### config.mk
export PLATFORM = sky130hd
export DESIGN_NAME = rv2t_mem_controller_flat
export DESIGN_NICKNAME = d
export VERILOG_FILES = /design/src/rtl/rv2t_mem_controller_pkg.sv /design/src/rtl/rv2t_mem_controller_if.sv /design/src/rtl/rv2t_mem_arbiter.sv /design/src/rtl/rv2t_mem_controller.sv /design/src/flat_wrapper.sv
export SDC_FILE = /design/constraint.sdc
export NUM_CORES = 1
export LEC_CHECK = 0
export ABC_AREA = 1
export CORE_ASPECT_RATIO = 1.2
export CORE_MARGIN = 4
export CORE_UTILIZATION = 45
export DETAILED_ROUTE_END_ITERATION = 6
export HOLD_SLACK_MARGIN = 0.15
export PLACE_DENSITY = 0.84
export SYNTH_ARGS = -nofsm -noshare
export SYNTH_HDL_FRONTEND = slang
export SYNTH_HIERARCHICAL = 1
export SYNTH_SLANG_ARGS = --single-unit
### constraint.sdc
create_clock -name clk -period 2.3 [get_ports clk]
set_input_delay 0.23 -clock clk [delete_from_list [all_inputs] [get_ports clk]]
set_output_delay 0.23 -clock clk [all_outputs]
set_load 0.005 [all_outputs]
### src/rtl/rv2t_mem_controller_pkg.sv
// rv2t_mem_controller_pkg: shared widths, FSM encodings and request record
// Contents: XLEN/PC_BITWIDTH widths, IDLE/ACCESS state codes, req_t pending-request record
package rv2t_mem_controller_pkg;
   localparam int XLEN = 32;
   localparam int PC_BITWIDTH = 32;
   localparam logic [0:0] STATE_IDLE = 1'b0;
   localparam logic [0:0] STATE_ACCESS = 1'b1;
   typedef struct packed {
      logic we;
      logic [3:0] be;
      logic [PC_BITWIDTH-1:0] addr;
      logic [XLEN-1:0] wdata;
   } req_t;
endpackage

### src/rtl/rv2t_mem_controller_if.sv
// rv2t_mem_controller_if: fetch, load/store and SRAM signals of the memory controller
// Groups: fetch_read_* (fetch port), data_* (load/store port), sram_* (SRAM port)
// Modports: slave = controller side, master = requesters plus SRAM side
interface rv2t_mem_controller_if #(parameter int SRAM_ADDR_BITS = 14);
   import rv2t_mem_controller_pkg::*;
   logic fetch_read_enable;
   logic [PC_BITWIDTH-1:0] fetch_read_addr;
   logic fetch_read_done;
   logic [XLEN-1:0] fetch_read_data;
   logic data_enable;
   logic data_we;
   logic [PC_BITWIDTH-1:0] data_addr;
   logic [3:0] data_byte_en;
   logic [XLEN-1:0] data_wdata;
   logic data_done;
   logic [XLEN-1:0] data_rdata;
   logic data_overrun;
   logic sram_ce;
   logic sram_we;
   logic [SRAM_ADDR_BITS-1:0] sram_addr;
   logic [3:0] sram_be;
   logic [XLEN-1:0] sram_wdata;
   logic [XLEN-1:0] sram_rdata;
   modport slave (
      input fetch_read_enable, fetch_read_addr, data_enable, data_we, data_addr, data_byte_en, data_wdata, sram_rdata,
      output fetch_read_done, fetch_read_data, data_done, data_rdata, data_overrun,
      output sram_ce, sram_we, sram_addr, sram_be, sram_wdata
   );
   modport master (
      output fetch_read_enable, fetch_read_addr, data_enable, data_we, data_addr, data_byte_en, data_wdata, sram_rdata,
      input fetch_read_done, fetch_read_data, data_done, data_rdata, data_overrun,
      input sram_ce, sram_we, sram_addr, sram_be, sram_wdata
   );
endinterface

### src/rtl/rv2t_mem_arbiter.sv
// rv2t_mem_arbiter: per-port pending slots and fetch/data grant selection
// Inputs: clk, reset_n (sync, active-low), can_grant (controller idle), fetch/data requests
// Outputs: grant, grant_data (1 = data port wins), grant_req (winning request), data_overrun (sticky)
module rv2t_mem_arbiter
   import rv2t_mem_controller_pkg::*;
(
   input  logic clk,
   input  logic reset_n,
   input  logic can_grant,
   input  logic fetch_enable,
   input  logic [PC_BITWIDTH-1:0] fetch_addr,
   input  logic data_enable,
   input  req_t data_req,
   output logic grant,
   output logic grant_data,
   output req_t grant_req,
   output logic data_overrun
);
   req_t fetch_in, fetch_slot, data_slot;
   logic fetch_valid, data_valid, last_data, fetch_cand, data_cand;
   assign fetch_in = '{1'b0, 4'hF, fetch_addr, {XLEN{1'b0}}};
   assign fetch_cand = fetch_enable | fetch_valid;
   assign data_cand = data_enable | data_valid;
   assign grant_data = data_cand & (~fetch_cand | ~last_data);
   assign grant = can_grant & (fetch_cand | data_cand);
   // newest fetch address wins (redirect); an occupied data slot is older than any incoming data request
   assign grant_req = grant_data ? (data_valid ? data_slot : data_req) : (fetch_enable ? fetch_in : fetch_slot);
   always_ff @(posedge clk) begin
      if (!reset_n) begin
         fetch_valid <= 1'b0;
         data_valid <= 1'b0;
         last_data <= 1'b0;
         data_overrun <= 1'b0;
         fetch_slot <= '0;
         data_slot <= '0;
      end else begin
         if (grant && !grant_data) fetch_valid <= 1'b0;
         else if (fetch_enable) begin
            fetch_valid <= 1'b1;
            fetch_slot <= fetch_in;
         end
         if (grant && grant_data) data_valid <= 1'b0;
         else if (data_enable && !data_valid) begin
            data_valid <= 1'b1;
            data_slot <= data_req;
         end
         if (data_enable && data_valid) data_overrun <= 1'b1;
         // only contested grants move the alternation pointer
         if (grant && fetch_cand && data_cand) last_data <= grant_data;
      end
   end
endmodule

### src/rtl/rv2t_mem_controller.sv
// rv2t_mem_controller: single-port SRAM controller arbitrating RV2T fetch and load/store traffic
// Ports: clk, reset_n (sync, active-low), bus (rv2t_mem_controller_if.slave: fetch, data and SRAM groups)
// Params: SRAM_ADDR_BITS (SRAM word-address width), SRAM_LATENCY (ce-to-rdata cycles, 1..4)
module rv2t_mem_controller
   import rv2t_mem_controller_pkg::*;
#(
   parameter int SRAM_ADDR_BITS = 14,
   parameter int SRAM_LATENCY = 1
)(
   input  logic clk,
   input  logic reset_n,
   rv2t_mem_controller_if.slave bus
);
   localparam logic [2:0] LAT = 3'(SRAM_LATENCY);
   logic [0:0] state;
   logic [2:0] cnt;
   logic cur_data, cur_we, cancel, grant, grant_data, can_grant, active, last, fetch_done, data_done, unused;
   logic [XLEN-1:0] fetch_q, data_q;
   req_t data_req, grant_req;
   assign data_req = '{bus.data_we, bus.data_byte_en, bus.data_addr, bus.data_wdata};
   assign can_grant = reset_n && state == STATE_IDLE;
   assign active = reset_n && state == STATE_ACCESS;
   assign last = cnt == LAT;
   // a fetch arriving at any point of an in-flight fetch discards its result
   assign fetch_done = active && !cur_data && last && !cancel && !bus.fetch_read_enable;
   assign data_done = active && cur_data && (cur_we ? cnt == 3'd1 : last);
   rv2t_mem_arbiter u_arb (
      .clk(clk),
      .reset_n(reset_n),
      .can_grant(can_grant),
      .fetch_enable(bus.fetch_read_enable),
      .fetch_addr(bus.fetch_read_addr),
      .data_enable(bus.data_enable),
      .data_req(data_req),
      .grant(grant),
      .grant_data(grant_data),
      .grant_req(grant_req),
      .data_overrun(bus.data_overrun)
   );
   assign bus.sram_ce = grant;
   assign bus.sram_we = grant && grant_req.we;
   assign bus.sram_addr = grant ? grant_req.addr[SRAM_ADDR_BITS+1:2] : '0;
   assign bus.sram_be = grant ? (grant_req.we ? grant_req.be : 4'hF) : 4'h0;
   assign bus.sram_wdata = grant && grant_req.we ? grant_req.wdata : '0;
   assign bus.fetch_read_done = fetch_done;
   assign bus.fetch_read_data = fetch_done ? bus.sram_rdata : fetch_q;
   assign bus.data_done = data_done;
   assign bus.data_rdata = data_done && !cur_we ? bus.sram_rdata : data_q;
   assign unused = ^grant_req.addr;
   always_ff @(posedge clk) begin
      if (!reset_n) begin
         state <= STATE_IDLE;
         cnt <= 3'd0;
         cur_data <= 1'b0;
         cur_we <= 1'b0;
         cancel <= 1'b0;
         fetch_q <= '0;
         data_q <= '0;
      end else if (state == STATE_IDLE) begin
         if (grant) begin
            state <= STATE_ACCESS;
            cnt <= 3'd1;
            cur_data <= grant_data;
            cur_we <= grant_req.we;
            cancel <= 1'b0;
         end
      end else begin
         cnt <= cnt + 3'd1;
         if (!cur_data && bus.fetch_read_enable) cancel <= 1'b1;
         if (last) state <= STATE_IDLE;
         if (fetch_done) fetch_q <= bus.sram_rdata;
         if (data_done && !cur_we) data_q <= bus.sram_rdata;
      end
   end
endmodule

### src/flat_wrapper.sv
// flat-port wrapper written by rule: the top's interface ports become plain ports
module rv2t_mem_controller_flat import rv2t_mem_controller_pkg::*;
#(
   parameter int SRAM_ADDR_BITS = 14,
   parameter int SRAM_LATENCY = 1
)
  (clk, reset_n, bus_fetch_read_enable, bus_fetch_read_addr, bus_data_enable, bus_data_we, bus_data_addr, bus_data_byte_en, bus_data_wdata, bus_sram_rdata, bus_fetch_read_done, bus_fetch_read_data, bus_data_done, bus_data_rdata, bus_data_overrun, bus_sram_ce, bus_sram_we, bus_sram_addr, bus_sram_be, bus_sram_wdata);
  rv2t_mem_controller_if #(.SRAM_ADDR_BITS(SRAM_ADDR_BITS)) bus_i ();
  input  logic clk;
  input  logic reset_n;
  input wire logic [$bits(bus_i.fetch_read_enable)-1:0] bus_fetch_read_enable;
  input wire logic [$bits(bus_i.fetch_read_addr)-1:0] bus_fetch_read_addr;
  input wire logic [$bits(bus_i.data_enable)-1:0] bus_data_enable;
  input wire logic [$bits(bus_i.data_we)-1:0] bus_data_we;
  input wire logic [$bits(bus_i.data_addr)-1:0] bus_data_addr;
  input wire logic [$bits(bus_i.data_byte_en)-1:0] bus_data_byte_en;
  input wire logic [$bits(bus_i.data_wdata)-1:0] bus_data_wdata;
  input wire logic [$bits(bus_i.sram_rdata)-1:0] bus_sram_rdata;
  output wire logic [$bits(bus_i.fetch_read_done)-1:0] bus_fetch_read_done;
  output wire logic [$bits(bus_i.fetch_read_data)-1:0] bus_fetch_read_data;
  output wire logic [$bits(bus_i.data_done)-1:0] bus_data_done;
  output wire logic [$bits(bus_i.data_rdata)-1:0] bus_data_rdata;
  output wire logic [$bits(bus_i.data_overrun)-1:0] bus_data_overrun;
  output wire logic [$bits(bus_i.sram_ce)-1:0] bus_sram_ce;
  output wire logic [$bits(bus_i.sram_we)-1:0] bus_sram_we;
  output wire logic [$bits(bus_i.sram_addr)-1:0] bus_sram_addr;
  output wire logic [$bits(bus_i.sram_be)-1:0] bus_sram_be;
  output wire logic [$bits(bus_i.sram_wdata)-1:0] bus_sram_wdata;
  assign bus_i.fetch_read_enable = bus_fetch_read_enable;
  assign bus_i.fetch_read_addr = bus_fetch_read_addr;
  assign bus_i.data_enable = bus_data_enable;
  assign bus_i.data_we = bus_data_we;
  assign bus_i.data_addr = bus_data_addr;
  assign bus_i.data_byte_en = bus_data_byte_en;
  assign bus_i.data_wdata = bus_data_wdata;
  assign bus_i.sram_rdata = bus_sram_rdata;
  assign bus_fetch_read_done = bus_i.fetch_read_done;
  assign bus_fetch_read_data = bus_i.fetch_read_data;
  assign bus_data_done = bus_i.data_done;
  assign bus_data_rdata = bus_i.data_rdata;
  assign bus_data_overrun = bus_i.data_overrun;
  assign bus_sram_ce = bus_i.sram_ce;
  assign bus_sram_we = bus_i.sram_we;
  assign bus_sram_addr = bus_i.sram_addr;
  assign bus_sram_be = bus_i.sram_be;
  assign bus_sram_wdata = bus_i.sram_wdata;
  rv2t_mem_controller #(.SRAM_ADDR_BITS(SRAM_ADDR_BITS), .SRAM_LATENCY(SRAM_LATENCY)) u_core (.clk(clk), .reset_n(reset_n), .bus(bus_i));
endmodule
==> out/qor.yml <==
hpwl_mm: 18.2
drv_cap: 0
period_share_pct: 101
slew_violations: 0
seqPwrFrac_pct: 37.2
clock.fmax_mhz: 429
tightest_slew_ps: 732
syn_inst: 1513
n_fill_cell: 1651
holdPathStages: 3
drtPass1Iterations: 5
antenna_cells: 0
cts-htree-levels: 4
dpl_cell_area_um2: 12000
timing.final.ws_setup_ps: -28.9
netlist_area_um2: 9310
area_growth_pct: 44.0
p_sw_w: 0.00273
cts_tree: "built"
p_sw_share_pct: 30.4
antenna_found_initial: 1
drt-total-wl_mm: 31.8
slew_headroom_pct: 51.2
synth_nets: 1652
vias: 10600
drtAntennaViolNets: 0
insertion_delay_ps: 420
p_leak_nw: 7.20
first_iter_violations: 858
worstPathRequired_ps: 2070
drive_gt1_share_pct: 15.6
vdd_ir_drop_max_mv: 0.513
crit_path_end_kind: "output port"
synth_area_per_cell_um2: 6.16
cp_max_fo: 16
setup_viol: 1
cp-start-kind: "register"
power_frac_comb_pct: 26.6
place_congestion: 0.885
rows: 57
hp-class: "in2reg"
fin_skew_ps: 10.7
cts_buffer_depth: 2
clkSinkCount: 177
grt_pass1_vias: 9697
setup_tns_ps: -28.9
portBuffers: 219
rsz0062_at_grt: "true"
clkPwrFrac_pct: 36.2
status: "finished, violations left"
yosysWarnings: 6
start_util_pct: 45.8
fp.dieW_um: 139
grt_pass1_wl_mm: 45.9
numCtsBuffers: 17
hold_viol: 0
die_h_um: 166
fin_crit_ps: 2330
viasPerCell: 5.20
wl_per_cell_um: 15.6
core-area_um2: 20300
fin_nets: 1899
critical_path_arrival_ps: 2100
power.internal_w: 0.00626
drcViolationCount: 0
power_density_nw_per_um2: 670
violations: "negative setup slack"
grt_max_degree: 66
clk_pin_slew_ps: 70
ioPinCount: 256
overflow: 0
reg2reg_depth: 16
ctsHoldBuffers: 0
cts-root-buf: "clkbuf_16"
final_area_um2: 13400
grt_use_total_pct: 24.1
critPathKind: "reg2out"
dieArea_um2: 23100
## critical path: stages (launching register included)
cell and delay (ps):
dfxtp_2 320, inv_2 70, ha_4 170, nand2_4 70, nor2_4 160, nand2_4 80, buf_6 140, clkbuf_16 180
nand2_1 100, nand2_1 100, inv_1 60, dlygate4sd2_1 230
## flip-flops by register name (all words and copies together), names as in the netlist
register,cells
u_core/u_arb/data_slot,51
u_core/cur_data,1
u_core/cur_we,1
u_core/cancel,1
u_core/u_arb/last_data,1
u_core/data_q,32
u_core/u_arb/data_overrun,1
u_core/fetch_q,32
u_core/u_arb/fetch_valid,1
u_core/state,1
u_core/cnt,3
u_core/u_arb/fetch_slot,51
u_core/u_arb/data_valid,1
## per-layer routing
| metal | up-vias | routed length [um] | global-route usage (%) |
|---|---|---|---|
| met2 | 628 | 15500 | 43.1 |
| li1 | 5066 | - | - |
| met5 | - | 13 | 0 |
| met1 | 4792 | 12200 | 27.8 |
| met4 | 2 | 1370 | 10.9 |
| met3 | 105 | 2750 | 4.84 |
## layout make-up
class | instances | area, um2 | area share, %
Multi-Input combinational cell | 917 | 4310 | 32.1
Sequential cell | 177 | 3560 | 26.5
Timing Repair Buffer | 357 | 3460 | 25.8
Inverter | 290 | 1100 | 8.18
Clock buffer | 18 | 429 | 3.20
Tap cell | 265 | 332 | 2.47
Clock inverter | 14 | 225 | 1.68
## metrics by stage
| stage | hold WS (ps) | utilization, % | worst slack (ps) | std cells | power [W] |
|---|---|---|---|---|---|
| 2_1_floorplan | 370 | - | 370 | 1513 | 0.00456 |
| 3_3_place_gp | 426 | 58.8 | -242 | 1944 | 0.00540 |
| 3_5_place_dp | 429 | 58.8 | -250 | 1944 | 0.00545 |
| 4_1_cts | 190 | 64.1 | -160 | 2014 | 0.00885 |
| 5_1_grt | 203 | 66.0 | -115 | 2038 | 0.00936 |
| 6_report | 205 | 66.0 | -28.9 | 2038 | 0.00899 |
## power by group through the flow
stage                     sequential [W]  combinational (W)  clock [W]
after floorplan                  0.00338            0.00118          0
after global placement           0.00339            0.00201          0
after detailed placement         0.00340            0.00205          0
after CTS                        0.00334            0.00222    0.00328
after global routing             0.00337            0.00259    0.00341
final                            0.00335            0.00239    0.00325
## cell usage in the layout, fill, tap and decap left out, types with 3 or more instances in the layout
cell,instances
clkbuf_16,24
a21oi_1,67
buf_6,9
dlymetal6s2s_1,8
inv_2,7
clkdlybuf4s15_1,20
nor2_2,6
nor2_1,206
buf_16,3
o21ai_0,70
inv_6,4
clkinvlp_4,3
buf_12,14
or2_2,5
o22ai_1,3
dlygate4sd2_1,61
bufinv_16,5
nand2_1,306
dfxtp_1,171
nor2_4,9
dfxtp_2,3
dfxtp_4,3
nand3_1,126
a31oi_4,4
o21ai_1,34
nand2_4,9
clkbuf_2,26
clkdlybuf4s50_1,101
nand4_1,32
buf_4,103
nand2_2,16
o21ai_2,8
o211ai_1,5
inv_1,279
## final timing paths
| check | slack, ps | to | start |
|---|---|---|---|
| worst max register to register | 50 | u_core/data_q[5]$_SDFFE_PN0P_ | u_core/cnt[1]$_SDFFE_PN0P_ |
| worst min-delay path | 200 | u_core/cnt[1]$_SDFFE_PN0P_ | reset_n |
| worst min register to register | 440 | u_core/u_arb/fetch_slot[20]$_SDFFE_PN0N_ | u_core/u_arb/fetch_slot[20]$_SDFFE_PN0N_ |
| worst max-delay path | -30 | bus_fetch_read_data[26] | u_core/cnt[1]$_SDFFE_PN0P_ |
## what timing repair did
| action | 4_1_cts | 5_1_grt |
|---|---|---|
| cloned | 4 | 8 |
| setup endpoints to repair | 117 | 61 |
| setup buffers | 34 | 20 |
| gates resized for setup | 177 | 153 |
| pin swaps | 9 | 13 |
(Power assumes the default switching activity.)
